--- src/rtl/data_sel_n_pipe.sv ---
// ---------------------------------------------------------------------------
// data_sel_n_pipe
//
// N:1 data selector feeding a registered, elastic output stage. One word is
// picked out of the flattened in_data bus by sel at the moment a transfer is
// accepted. It is then held in a 2-entry skid buffer (main + skid) behind a
// valid/ready handshake. in_ready comes only from the occupancy register, so
// there is no combinational path from out_ready to in_ready. The block still
// sustains one word per cycle while out_ready stays high.
//
// Parameters
//   WIDTH  bits per data word
//   N      number of input words (must be >= 2)
//   SEL_W  select width, derived from N; do not override
//
// Ports
//   clk        rising-edge clock
//   reset      synchronous, active-high reset
//   in_data    N*WIDTH flattened inputs; word k = in_data[k*WIDTH +: WIDTH]
//   sel        index of the word to forward, sampled with in_data
//   in_valid   upstream offers in_data/sel this cycle
//   in_ready   block accepts this cycle (registered state only)
//   out_data   selected word at the head of the buffer
//   out_err    head transfer had sel >= N (its data is forced to zero)
//   out_valid  out_data/out_err hold a valid transfer
//   out_ready  downstream accepts this cycle
//
// Optional feature (macro DATASEL_PERF_CNT_EN)
//   xfer_cnt   [31:0] number of drain cycles, wraps modulo 2^32
//   err_cnt    [15:0] number of drains with out_err = 1, wraps modulo 2^16
// ---------------------------------------------------------------------------
module data_sel_n_pipe #(
  parameter int WIDTH = 64,
  parameter int N     = 4,
  parameter int SEL_W = $clog2(N)
) (
  input  logic               clk,
  input  logic               reset,
  input  logic [N*WIDTH-1:0] in_data,
  input  logic [SEL_W-1:0]   sel,
  input  logic               in_valid,
  output logic               in_ready,
  output logic [WIDTH-1:0]   out_data,
  output logic               out_err,
  output logic               out_valid,
`ifdef DATASEL_PERF_CNT_EN
  output logic [31:0]        xfer_cnt,
  output logic [15:0]        err_cnt,
`endif
  input  logic               out_ready
);

  // The state encodes how many entries the buffer holds.
  typedef enum logic [1:0] {
    EMPTY = 2'd0,
    ONE   = 2'd1,
    FULL  = 2'd2
  } state_t;

  state_t             state, state_nxt;
  logic [WIDTH-1:0]   main_data, skid_data;
  logic               main_err, skid_err;
  logic [WIDTH-1:0]   pick_data;
  logic               pick_err;
  logic               accept, drain;
  logic               load_main, load_skid, main_from_skid;

  assign accept    = in_valid & in_ready;
  assign drain     = out_valid & out_ready;
  assign in_ready  = (state != FULL);
  assign out_valid = (state != EMPTY);
  assign out_data  = main_data;
  assign out_err   = main_err;

  // The selection is a compare loop rather than an indexed part-select. This
  // keeps an out-of-range sel (possible when N is not a power of two) from
  // ever indexing past the end of in_data.
  // NOTE: every signal driven from always_comb gets a default first, so no
  // path through the block leaves it unassigned and infers a latch.
  always_comb begin
    pick_data = '0;
    pick_err  = 1'b1;
    for (int k = 0; k < N; k++) begin
      if (sel == SEL_W'(k)) begin
        pick_data = in_data[k*WIDTH +: WIDTH];
        pick_err  = 1'b0;
      end
    end
  end

  // Next-state and register-load decode.
  always_comb begin
    state_nxt      = state;
    load_main      = 1'b0;
    load_skid      = 1'b0;
    main_from_skid = 1'b0;
    unique case (state)
      EMPTY: begin
        if (accept) begin
          load_main = 1'b1;
          state_nxt = ONE;
        end
      end
      ONE: begin
        if (accept && drain) begin
          load_main = 1'b1;
        end else if (accept) begin
          load_skid = 1'b1;
          state_nxt = FULL;
        end else if (drain) begin
          state_nxt = EMPTY;
        end
      end
      FULL: begin
        if (drain) begin
          load_main      = 1'b1;
          main_from_skid = 1'b1;
          state_nxt      = ONE;
        end
      end
      default: state_nxt = EMPTY;
    endcase
  end

  // NOTE: sequential state is assigned with non-blocking (<=) only. Every
  // register then samples pre-edge values, whatever order the statements are in.
  // NOTE: the data registers are reset as well as the state. Reset output
  // is defined as zero, and a discarded entry must never leak out later.
  always_ff @(posedge clk) begin
    if (reset) begin
      state     <= EMPTY;
      main_data <= '0;
      main_err  <= 1'b0;
      skid_data <= '0;
      skid_err  <= 1'b0;
    end else begin
      state <= state_nxt;
      if (load_main) begin
        main_data <= main_from_skid ? skid_data : pick_data;
        main_err  <= main_from_skid ? skid_err  : pick_err;
      end
      if (load_skid) begin
        skid_data <= pick_data;
        skid_err  <= pick_err;
      end
    end
  end

`ifdef DATASEL_PERF_CNT_EN
  // The counters track the drain seen this cycle, so they show it one edge later.
  always_ff @(posedge clk) begin
    if (reset) begin
      xfer_cnt <= '0;
      err_cnt  <= '0;
    end else if (drain) begin
      xfer_cnt <= xfer_cnt + 32'd1;
      if (main_err) err_cnt <= err_cnt + 16'd1;
    end
  end
`endif

endmodule

--- config.mk ---
export PLATFORM = sky130hd
export DESIGN_NAME = data_sel_n_pipe
export DESIGN_NICKNAME = d
export VERILOG_FILES = /design/src/rtl/data_sel_n_pipe.sv
export SDC_FILE = /design/constraint.sdc
export NUM_CORES = 1
export LEC_CHECK = 0
export CORE_MARGIN = 2
export CORE_UTILIZATION = 38
export DETAILED_ROUTE_END_ITERATION = 16
export MAX_ROUTING_LAYER = met4
export PLACE_DENSITY = 0.78
export SLEW_MARGIN = 20
export SYNTH_ARGS = -nofsm -noshare
export SYNTH_HDL_FRONTEND = slang
export SYNTH_SLANG_ARGS = --single-unit
--- constraint.sdc ---
create_clock -name clk -period 1.5 [get_ports clk]
set_clock_uncertainty 0.05 [all_clocks]
set_input_delay 0.225 -clock clk [delete_from_list [all_inputs] [get_ports clk]]
set_output_delay 0.225 -clock clk [all_outputs]
set_load 0.005 [all_outputs]
==> results.json <==
{
  "fp-row-count": 49,
  "yosys-top-cells-count": "259 x nand2_1, 132 x dfxtp_1, 66 x a21oi_1",
  "clk_pin_slew_ns": 0.06,
  "htree_levels": 4,
  "rsz0062_at_grt": "true",
  "insertion_delay_ns": 0.42,
  "dpl_cell_area_mm2": 0.0107,
  "leakagePower_nw": 4.59,
  "synth_flop_cell": "dfxtp_1",
  "vias_per_cell": 5.66,
  "hold_buffers": 0,
  "syn_avg_cell_area_um2": 9.40,
  "synthCells": 753,
  "hold_depth": 2,
  "vias": 7443,
  "num_io_pins": 329,
  "die-area_mm2": 0.0197,
  "whs_ns": 0.190,
  "root_buffer": "clkbuf_16",
  "drtAntennaViolNets": 0,
  "hold_viol_final": 0,
  "drv_cap": 0,
  "routabilityCongestion": 0.801,
  "max_slew_margin_pct": 70.7,
  "hold_path.class": "in -> reg",
  "first_iter_violations": 529,
  "firstDrtPassIters": 5,
  "async_flop_share_pct": 0,
  "synth_nets": 1015,
  "start_kind": "flip-flop",
  "diodes": 0,
  "drt-total-wl_um": 26200,
  "yosysSeqAreaShare_pct": 37.3,
  "tns_ns": -2.51,
  "yosys-top-cells-area": "dfxtp_1 37%, mux4_2 20%, nand2_1 14%",
  "crit_family": "simple AND/OR/NAND/NOR gates",
  "cts_buffers": 17,
  "drc": 0,
  "path_buf_inv": 3,
  "grt_pass1_vias": 7460,
  "final_area_mm2": 0.0122,
  "cp_max_fo": 19,
  "cts_tree": "done",
  "violations": "negative setup slack",
  "worstSetupPathType": "reg -> reg",
  "wl_per_cell_um": 19.9,
  "fin_ws_ns": -0.0874,
  "io_buffers": 328,
  "slew_violations": 0,
  "worstSetupEndpointType": "flip-flop",
  "clock.fmax_mhz": 630,
  "core_area_mm2": 0.0181,
  "finish.net_count": 1335,
  "yosysWarnings": 0,
  "rr_worst_depth": 6,
  "synth.distinct_cells": 27,
  "cpPeakStageDelay_ns": 0.36,
  "setup_viol": 62,
  "cp.depth": 6,
  "numClockSinks": 132,
  "die_w_um": 140,
  "syn_to_final_growth_pct": 72.2,
  "required_ns": 1.78,
  "finalPower_mw": 10.4,
  "start_util_pct": 39.0,
  "path_cells": "and3b_4 -> buf_12 -> buf_12 -> buf_12 -> nand2_1 -> a311oi_2",
  "min_period_over_period_pct": 106,
  "die_y_um": 140,
  "dp_hpwl_um": 16900,
  "crit_slowest_cell": "dfxtp_4",
  "antenna_found_initial": 0,
  "gr-total-overflow": 0,
  "cts_buffer_depth": 2,
  "synth_edf_count": 0,
  "yosysMostFrequentCell": "nand2_1",
  "arrival_ns": 1.87,
  "tightestPinTransition_ns": 0.439,
  "outcome": "finished, violations left",
  "synth_top_cell_by_area": "dfxtp_1",
  "synth_seq_cells": 132,
  "cpMostUsedCell": "buf_12",
  "grt_start_max_net_pins": 43,
  "ir_drop_uv": 698,
  "power_density_mw_per_mm2": 857,
  "grt_pass1_wl_um": 38700,
  "min_period_ns": 1.59,
  "synth_top_cell_area_share_pct": 37.3,
  "grtUsageTotal_pct": 25.4,
  "drive_gt1_share_pct": 21.8,
  "synthesis.area_mm2": 0.00708
}
per-layer routing:
metal | vias up | global-route usage [%] | part of all wire (%)
li1 | 3448 | - | -
met1 | 3642 | 29.6 | 40
met2 | 300 | 43.9 | 51
met3 | 53 | 4.68 | 6.3
met4 | 0 | 9.26 | 2.7
met5 | - | - | 0
path summary, 6_finish.rpt:
path | slack, ns | end | from
max | -0.09 | out_data[17] | state[0]
min | 0.19 | out_err | reset
max reg2reg | -0.09 | out_data[17] | state[0]
min reg2reg | 0.40 | skid_data[26] | skid_data[26]
cells in the final DEF (no fill, tap or decap), types with 2 or more instances in the layout:
cell type / instances
buf_6: 4
a21o_4: 2
buf_16: 9
dfxtp_1: 129
a211oi_2: 8
a21oi_1: 66
buf_4: 14
a311oi_2: 48
nand2_4: 8
clkbuf_1: 5
clkinv_2: 3
clkbuf_8: 5
mux4_2: 64
a211oi_1: 56
dlygate4sd2_1: 65
dfxtp_4: 2
a311oi_1: 16
clkbuf_16: 26
nand2_1: 246
nand2_2: 5
buf_12: 25
clkdlybuf4s50_1: 258
where the power goes:
group | switching (mW) | total [mW] | internal, mW
registers | 0.129 | 3.87 | 3.74
logic | 1.04 | 2.62 | 1.58
clock network | 1.47 | 3.95 | 2.48
cell families after synthesis:
group / Yosys count / synth area share, %
compound gates: 199 / 20.9
simple gates: 270 / 15.0
mux: 64 / 20.4
flops: 132 / 37.3
buf+inv: 88 / 6.42
state kept, by name (all words and copies together) (netlist names):
register	count
out_err	1
state	2
skid_data	64
out_data	64
skid_err	1
cell type report:
type / count / area (um^2)
fillers: 1401 / 5960
clock buffers: 27 / 513
clock inverters: 4 / 45.0
repair buffers: 387 / 4300
inverters: 1 / 3.75
multi-input cells: 534 / 4390
flip-flops and latches: 132 / 2650
well taps: 229 / 287
through the flow:
stage / setup WS [ns] / instances / util (%)
final: -0.0874 / 1314 / 67.2
after floorplan: 0.0116 / 753 / -
after CTS: -0.0778 / 1302 / 64.0
after global placement: -0.291 / 1255 / 59.0
after global routing: -0.126 / 1314 / 67.2
after detailed placement: -0.342 / 1255 / 59.0
timing repair:
| action | CTS | global route |
|---|---|---|
| setup buffers | 8 | 0 |
| gates cloned | 8 | 12 |
| pin swaps | 17 | 43 |
| setup endpoints to repair | 133 | 67 |
| gates resized for setup | 101 | 64 |
No activity file was read; power rests on OpenSTA's default activity.
